File: src/rtl/wash_pkg.sv
`default_nettype none
`timescale 1ns/1ps
// ============================================================================
// Module   : wash_pkg
// Purpose  : Shared types and helpers for the wash-cycle timer: the phase
//            enumeration (its encoding is the externally visible phase code),
//            program-select codes, and a seconds-to-BCD converter used for
//            the per-phase duration constants.
// Ports    : none (package)
// Revision : 1.0 - initial release
// ============================================================================
package wash_pkg;

  // Encoding is visible on the phase output; do not renumber.
  typedef enum logic [2:0] {
    ST_IDLE  = 3'd0,
    ST_FILL  = 3'd1,
    ST_WASH  = 3'd2,
    ST_RINSE = 3'd3,
    ST_SPIN  = 3'd4,
    ST_DONE  = 3'd5
  } state_t;

  localparam logic [1:0] c_PROG_QUICK  = 2'd0;
  localparam logic [1:0] c_PROG_NORMAL = 2'd1;
  localparam logic [1:0] c_PROG_HEAVY  = 2'd2;
  localparam logic [1:0] c_PROG_RINSE  = 2'd3;

  // Converts 0..99 seconds to {tens, ones} BCD. Only ever evaluated on
  // elaboration-time constants, so the divide and modulo cost no logic.
  function automatic logic [7:0] to_bcd(input int unsigned secs);
    logic [3:0] tens;
    logic [3:0] ones;
    tens = 4'(secs / 10);
    ones = 4'(secs % 10);
    return {tens, ones};
  endfunction

endpackage
`default_nettype wire

File: src/rtl/bcd_down_counter_2d.sv
`default_nettype none
`timescale 1ns/1ps
// ============================================================================
// Module   : bcd_down_counter_2d
// Purpose  : Two-digit BCD down counter with synchronous load. Load has
//            priority over decrement. A decrement at 00 is ignored so the
//            digits never leave the legal BCD range.
// Ports    : clk, rst_n     - clock, asynchronous active-low reset
//            i_load         - load i_load_val on the next edge
//            i_load_val[7:0]- {tens, ones} BCD value to load
//            i_dec_en       - decrement by one on the next edge
//            o_tens, o_ones - registered BCD digits
//            o_is_one       - digits currently read 01
// Revision : 1.0 - initial release
// ============================================================================
module bcd_down_counter_2d (
  input  logic       clk,
  input  logic       rst_n,
  input  logic       i_load,
  input  logic [7:0] i_load_val,
  input  logic       i_dec_en,
  output logic [3:0] o_tens,
  output logic [3:0] o_ones,
  output logic       o_is_one
);

  logic [3:0] r_tens;
  logic [3:0] r_ones;

  always_ff @(posedge clk or negedge rst_n) begin
    if (!rst_n) begin
      r_tens <= 4'd0;
      r_ones <= 4'd0;
    end else if (i_load) begin
      r_tens <= i_load_val[7:4];
      r_ones <= i_load_val[3:0];
    end else if (i_dec_en && ((r_tens != 4'd0) || (r_ones != 4'd0))) begin
      if (r_ones == 4'd0) begin
        r_ones <= 4'd9;
        r_tens <= r_tens - 4'd1;
      end else begin
        r_ones <= r_ones - 4'd1;
      end
    end
  end

  assign o_tens   = r_tens;
  assign o_ones   = r_ones;
  assign o_is_one = (r_tens == 4'd0) && (r_ones == 4'd1);

endmodule
`default_nettype wire

File: src/rtl/wash_cycle_timer.sv
`default_nettype none
`timescale 1ns/1ps
// ============================================================================
// Module   : wash_cycle_timer
// Purpose  : Wash program sequencer (FILL -> WASH -> RINSE -> SPIN -> DONE,
//            rinse-only skips WASH) paced by a 1 s tick from a prescaler.
//            Shows remaining phase seconds as two BCD digits.
// Ports    : clk, rst_n          - clock, asynchronous active-low reset
//            start               - level; rising edge starts a program
//            pause               - level; freezes prescaler and digits
//            abort               - level; forces IDLE, highest priority
//            door_closed         - door sensor
//            prog[1:0]           - 0 quick, 1 normal, 2 heavy, 3 rinse-only
//            bcd_tens, bcd_ones  - remaining seconds of current phase
//            phase[2:0]          - state code
//            valve_on, motor_on, door_lock, done - registered actuator decode
// Revision : 1.0 - initial release
// ============================================================================
module wash_cycle_timer
  import wash_pkg::*;
#(
  parameter int TICK_DIV = 50_000_000,
  parameter int FILL_S   = 10,
  parameter int RINSE_S  = 30,
  parameter int SPIN_S   = 20,
  parameter int WASH_Q_S = 20,
  parameter int WASH_N_S = 40,
  parameter int WASH_H_S = 60
) (
  input  logic       clk,
  input  logic       rst_n,
  input  logic       start,
  input  logic       pause,
  input  logic       abort,
  input  logic       door_closed,
  input  logic [1:0] prog,
  output logic [3:0] bcd_tens,
  output logic [3:0] bcd_ones,
  output logic [2:0] phase,
  output logic       valve_on,
  output logic       motor_on,
  output logic       door_lock,
  output logic       done
);

  localparam int              c_PW         = $clog2(TICK_DIV);
  localparam logic [c_PW-1:0] c_PRESC_MAX  = c_PW'(TICK_DIV - 1);
  localparam logic [7:0]      c_FILL_BCD   = to_bcd(FILL_S);
  localparam logic [7:0]      c_RINSE_BCD  = to_bcd(RINSE_S);
  localparam logic [7:0]      c_SPIN_BCD   = to_bcd(SPIN_S);
  localparam logic [7:0]      c_WASH_Q_BCD = to_bcd(WASH_Q_S);
  localparam logic [7:0]      c_WASH_N_BCD = to_bcd(WASH_N_S);
  localparam logic [7:0]      c_WASH_H_BCD = to_bcd(WASH_H_S);

  state_t          r_state;
  state_t          w_state_nxt;
  logic [1:0]      r_prog;
  logic            r_start_q;
  logic [c_PW-1:0] r_presc;
  logic            r_valve;
  logic            r_motor;
  logic            r_lock;
  logic            r_done;

  logic            w_run;
  logic            w_tick;
  logic            w_go;
  logic            w_load;
  logic [7:0]      w_load_val;
  logic            w_dec;
  logic            w_is_one;

  function automatic state_t next_phase(input state_t s, input logic [1:0] p);
    case (s)
      ST_FILL:  return (p == c_PROG_RINSE) ? ST_RINSE : ST_WASH;
      ST_WASH:  return ST_RINSE;
      ST_RINSE: return ST_SPIN;
      default:  return ST_DONE;
    endcase
  endfunction

  // Duration loaded on entry to a phase; DONE (and anything else) shows 00.
  function automatic logic [7:0] phase_bcd(input state_t s, input logic [1:0] p);
    case (s)
      ST_FILL:  return c_FILL_BCD;
      ST_WASH:  return (p == c_PROG_QUICK) ? c_WASH_Q_BCD :
                       (p == c_PROG_HEAVY) ? c_WASH_H_BCD : c_WASH_N_BCD;
      ST_RINSE: return c_RINSE_BCD;
      ST_SPIN:  return c_SPIN_BCD;
      default:  return 8'h00;
    endcase
  endfunction

  assign w_run  = ((r_state == ST_FILL) || (r_state == ST_WASH) ||
                   (r_state == ST_RINSE) || (r_state == ST_SPIN)) &&
                  !pause && door_closed;
  assign w_tick = w_run && (r_presc == c_PRESC_MAX);
  assign w_go   = (r_state == ST_IDLE) && start && !r_start_q &&
                  door_closed && !abort;

  // Next state and digit control. Abort overrides ticks and start edges.
  // On the final second (digits 01) a tick loads the next phase instead of
  // decrementing, so 00 never appears mid-program.
  always_comb begin
    w_state_nxt = r_state;
    w_load      = 1'b0;
    w_load_val  = 8'h00;
    w_dec       = 1'b0;
    if (abort) begin
      w_state_nxt = ST_IDLE;
      w_load      = 1'b1;
    end else begin
      case (r_state)
        ST_IDLE: begin
          if (w_go) begin
            w_state_nxt = ST_FILL;
            w_load      = 1'b1;
            w_load_val  = c_FILL_BCD;
          end
        end
        ST_FILL, ST_WASH, ST_RINSE, ST_SPIN: begin
          if (w_tick) begin
            if (w_is_one) begin
              w_state_nxt = next_phase(r_state, r_prog);
              w_load      = 1'b1;
              w_load_val  = phase_bcd(next_phase(r_state, r_prog), r_prog);
            end else begin
              w_dec = 1'b1;
            end
          end
        end
        ST_DONE: begin
          if (!door_closed) w_state_nxt = ST_IDLE;
        end
        default: begin
          w_state_nxt = ST_IDLE;
          w_load      = 1'b1;
        end
      endcase
    end
  end

  // Actuator outputs decode from the next state so they update on the same
  // edge as phase while still being driven from flops.
  always_ff @(posedge clk or negedge rst_n) begin
    if (!rst_n) begin
      r_state   <= ST_IDLE;
      r_prog    <= 2'd0;
      r_start_q <= 1'b0;
      r_presc   <= '0;
      r_valve   <= 1'b0;
      r_motor   <= 1'b0;
      r_lock    <= 1'b0;
      r_done    <= 1'b0;
    end else begin
      r_start_q <= start;
      r_state   <= w_state_nxt;
      r_valve   <= (w_state_nxt == ST_FILL) || (w_state_nxt == ST_RINSE);
      r_motor   <= (w_state_nxt == ST_WASH) || (w_state_nxt == ST_RINSE) ||
                   (w_state_nxt == ST_SPIN);
      r_lock    <= (w_state_nxt != ST_IDLE) && (w_state_nxt != ST_DONE);
      r_done    <= (w_state_nxt == ST_DONE);
      if (w_go) r_prog <= prog;
      if (abort || w_go || w_tick) begin
        r_presc <= '0;
      end else if (w_run) begin
        r_presc <= r_presc + 1'b1;
      end
    end
  end

  bcd_down_counter_2d u_digits (
    .clk        (clk),
    .rst_n      (rst_n),
    .i_load     (w_load),
    .i_load_val (w_load_val),
    .i_dec_en   (w_dec),
    .o_tens     (bcd_tens),
    .o_ones     (bcd_ones),
    .o_is_one   (w_is_one)
  );

  assign phase     = r_state;
  assign valve_on  = r_valve;
  assign motor_on  = r_motor;
  assign door_lock = r_lock;
  assign done      = r_done;

endmodule
`default_nettype wire
File: config.mk
export PLATFORM = sky130hd
export DESIGN_NAME = wash_cycle_timer
export DESIGN_NICKNAME = d
export VERILOG_FILES = /design/src/rtl/wash_pkg.sv /design/src/rtl/bcd_down_counter_2d.sv /design/src/rtl/wash_cycle_timer.sv
export SDC_FILE = /design/constraint.sdc
export NUM_CORES = 1
export LEC_CHECK = 0
export CAP_MARGIN = 40
export CORE_AREA = 2 2 73 75
export CTS_CLUSTER_SIZE = 14
export DETAILED_ROUTE_END_ITERATION = 8
export DIE_AREA = 0 0 75 77
export PLACE_DENSITY = 0.73
export RECOVER_POWER = 100
export SETUP_SLACK_MARGIN = 0.15
export SYNTH_ARGS = -nofsm -noshare
export SYNTH_HDL_FRONTEND = slang
export SYNTH_SLANG_ARGS = --single-unit
File: constraint.sdc
create_clock -name clk -period 2.55 [get_ports clk]
set_input_delay 0.765 -clock clk [delete_from_list [all_inputs] [get_ports clk]]
set_output_delay 0.765 -clock clk [all_outputs]
set_load 0.01 [all_outputs]
==> results.json <==
{
  "status": "completed",
  "antenna_found_initial": 0,
  "met1_length_mm": 2.47,
  "crit_type": "flip-flop to output pin",
  "finalCritPeriodShare": 0.943,
  "syn_nets": 267,
  "cp.arrival_ps": 1640,
  "end_kind": "output pin",
  "worst_slew_pin_slew_ps": 1070,
  "vias": 2057,
  "yosys.area_share.simple": 0.282,
  "yosysWarnings": 0,
  "min_to": "r_presc[25]$_DFFE_PN0P_",
  "holdBufCountCts": 0,
  "antenna_left": 0,
  "ys_seq_area_frac": 0.448,
  "n_fill_cell": 415,
  "top_layer_used": "met4",
  "htree_levels": 2,
  "worstHoldPathCells": 2,
  "hold_viol": 0,
  "fmax_mhz": 416,
  "area_growth_pct": 26.7,
  "worstPathRequired_ps": 1790,
  "wl_mm": 5.40,
  "synth.most_common_cell": "nor2_1",
  "r2r_slack_ps": 160,
  "clkSinkCount": 44,
  "clk_path_buf_depth": 2,
  "clk_latency_ps": 300,
  "grt_setup_unrepaired": "yes",
  "synth_common_cells": "nor2_1, dfrtp_1, xor2_1",
  "synthXorXnorAreaFrac": 0.0927,
  "peakVddDrop_mv": 0.272,
  "synth-edff-count": 0,
  "ys_ff_latch": 44,
  "p_leak_nw": 1.40,
  "ios": 23,
  "post_route_cells_drive_above_1_share": 0.190,
  "cts_made_buffers": 5,
  "clk_pin_slew_ps": 90,
  "drv_slew": 0,
  "grt_pass1_vias": 1981,
  "route.met3.wl_um": 161,
  "portBuffers": 22,
  "fp.dieH_um": 77,
  "muxShareOfSynthArea": 0.0260,
  "grt_pass1_wl_mm": 8.82,
  "met2WireLength_mm": 2.69,
  "ys_async_sr_fraction": 1.00,
  "r2r_cells": 6,
  "gp_congestion": 0.847,
  "avgSynthCellArea_um2": 9.67,
  "yosysTopAreaCell": "dfrtp_1",
  "crit_path_start_kind": "flip-flop",
  "r2r-end": "u_digits.o_tens[1]$_DFFE_PN0P_",
  "die_w_um": 75,
  "period_needed_ps": 2400,
  "maxCapViolCount": 0,
  "synth_ff_type": "dfrtp_1",
  "yosys-top-cells-area": "dfrtp_1, nor2_1, xor2_1, xnor2_1, and4_1",
  "synth_compound_area_frac": 0.0912,
  "via_per_inst": 5.41,
  "cts-root-buf": "clkbuf_8",
  "finalSetupViolations": 0,
  "synth.distinct_cells": 51,
  "synth-adder-area-share": 0.0255,
  "start_util": 0.493,
  "hold_path.class": "flip-flop to flip-flop",
  "reg2reg_from": "r_presc[8]$_DFFE_PN0P_",
  "drcViolationCount": 0,
  "final_util": 0.625,
  "grt_overflow": 0,
  "synth_top_family_by_area": "simple AND/OR/NAND/NOR gates",
  "finalClockSkew_ps": 5.15,
  "power_mw": 1.39,
  "syn_area_mm2": 0.00246,
  "slew_headroom": 0.287,
  "finalNetCount": 322,
  "powerDensity_mw_per_mm2": 447,
  "fp-row-count": 26,
  "min_from": "r_presc[25]$_DFFE_PN0P_",
  "dieArea_mm2": 0.00578,
  "coreArea_mm2": 0.00498,
  "grt_start_max_net_pins": 45,
  "antennaDiodeCount": 0,
  "grt.total_usage": 0.195,
  "tritoncts": "built",
  "dr.pass1.iters": 4,
  "drtIter0Drc": 89,
  "wl_per_cell_um": 14.2,
  "dpl.hpwl_mm": 3.70,
  "netlist.area_leader.share": 0.448,
  "syn_inst": 254,
  "worst-path-max-fanout": 10
}
-- worst max path at each step --
stage / start / end / slack, ps / cells after the start
2_1_floorplan: pause / u_digits.o_ones[2]$_DFFE_PN0P_ / -110 / 7
3_3_place_gp: pause / u_digits.o_ones[2]$_DFFE_PN0P_ / -370 / 6
3_5_place_dp: pause / u_digits.o_ones[2]$_DFFE_PN0P_ / -440 / 6
4_1_cts: phase[0]$_DFF_PN0_ / u_digits.o_ones[2]$_DFFE_PN0P_ / 70 / 6
5_1_grt: door_closed / door_lock$_DFF_PN0_ / 50 / 9
6_report: phase[1]$_DFF_PN0_ / phase[1] / 150 / 3
-- what timing repair did --
action                                  4_1_cts  5_1_grt
endpoints found under the setup margin       41       21
setup buffers                                 4        1
resized for setup                             3       15
pin swaps                                     5       12
-- through the flow --
step | hold WS [ps] | cells | worst slack, ps | setup TNS (ps) | cell area [µm²]
floorplan | 469 | 254 | -113 | -152 | 2500
global placement | 520 | 367 | -375 | -10010 | 2980
detailed placement | 524 | 367 | -439 | -11570 | 2980
CTS | 542 | 379 | 72.4 | 0 | 3120
global route | 579 | 380 | 52.8 | 0 | 3110
finish | 543 | 380 | 146 | 0 | 3110
-- registers in the layout, summed over array words and instances, names as in the netlist --
signal,flops
motor_on,1
valve_on,1
u_digits.o_tens,4
door_lock,1
r_start_q,1
r_prog,2
done,1
u_digits.o_ones,4
phase,3
r_presc,26
-- layer usage --
| layer | global-route usage | vias up |
|---|---|---|
| met3 | 0.0329 | 8 |
| met4 | 0.0714 | 0 |
| li1 | - | 1007 |
| met2 | 0.310 | 36 |
| met1 | 0.263 | 1006 |
| met5 | 0 | - |
-- kinds of logic after synthesis --
logic type | Yosys count
multiplexers | 6
AND/OR/NAND/NOR | 125
adder cells (fa/ha/maj) | 5
flip-flops | 44
XOR/XNOR | 26
AO/OA/AOI/OAI | 31
buffers and inverters | 17
-- cells in the final DEF, fill, tap and decap left out, types with 6 or more instances in the layout --
cell           synthesis  routed
nor2_1                45      45
dlygate4sd3_1          0      15
xor2_1                15      15
a21oi_1                8       6
and3_1                 6       6
xnor2_1               11      11
inv_1                  9       9
nand3_1               10      10
buf_4                  0      19
dfrtp_1               44      44
and4_1                 8       8
nand2_1               14      14
-- final cells by class --
type	instances	area (µm²)	share of cell area
clock inverter	3	42.5	0.0137
tap	70	87.6	0.0281
sequential	44	1100	0.354
clock buffer	5	68.8	0.0221
timing repair buffer	56	468	0.150
multi-input combinational	193	1310	0.421
inverter	9	33.8	0.0109
-- critical path, cell delays in order, from the launching register on --
cell	delay (ps)
dfrtp_1	410
buf_4	160
buf_4	160
dlygate4sd3_1	610
-- power by group --
part	total (mW)	switching (mW)	internal, mW
clock network	0.542	0.252	0.290
registers	0.724	0.0131	0.711
logic	0.126	0.0701	0.0563
Note: power is estimated with default switching activity, not from simulation.
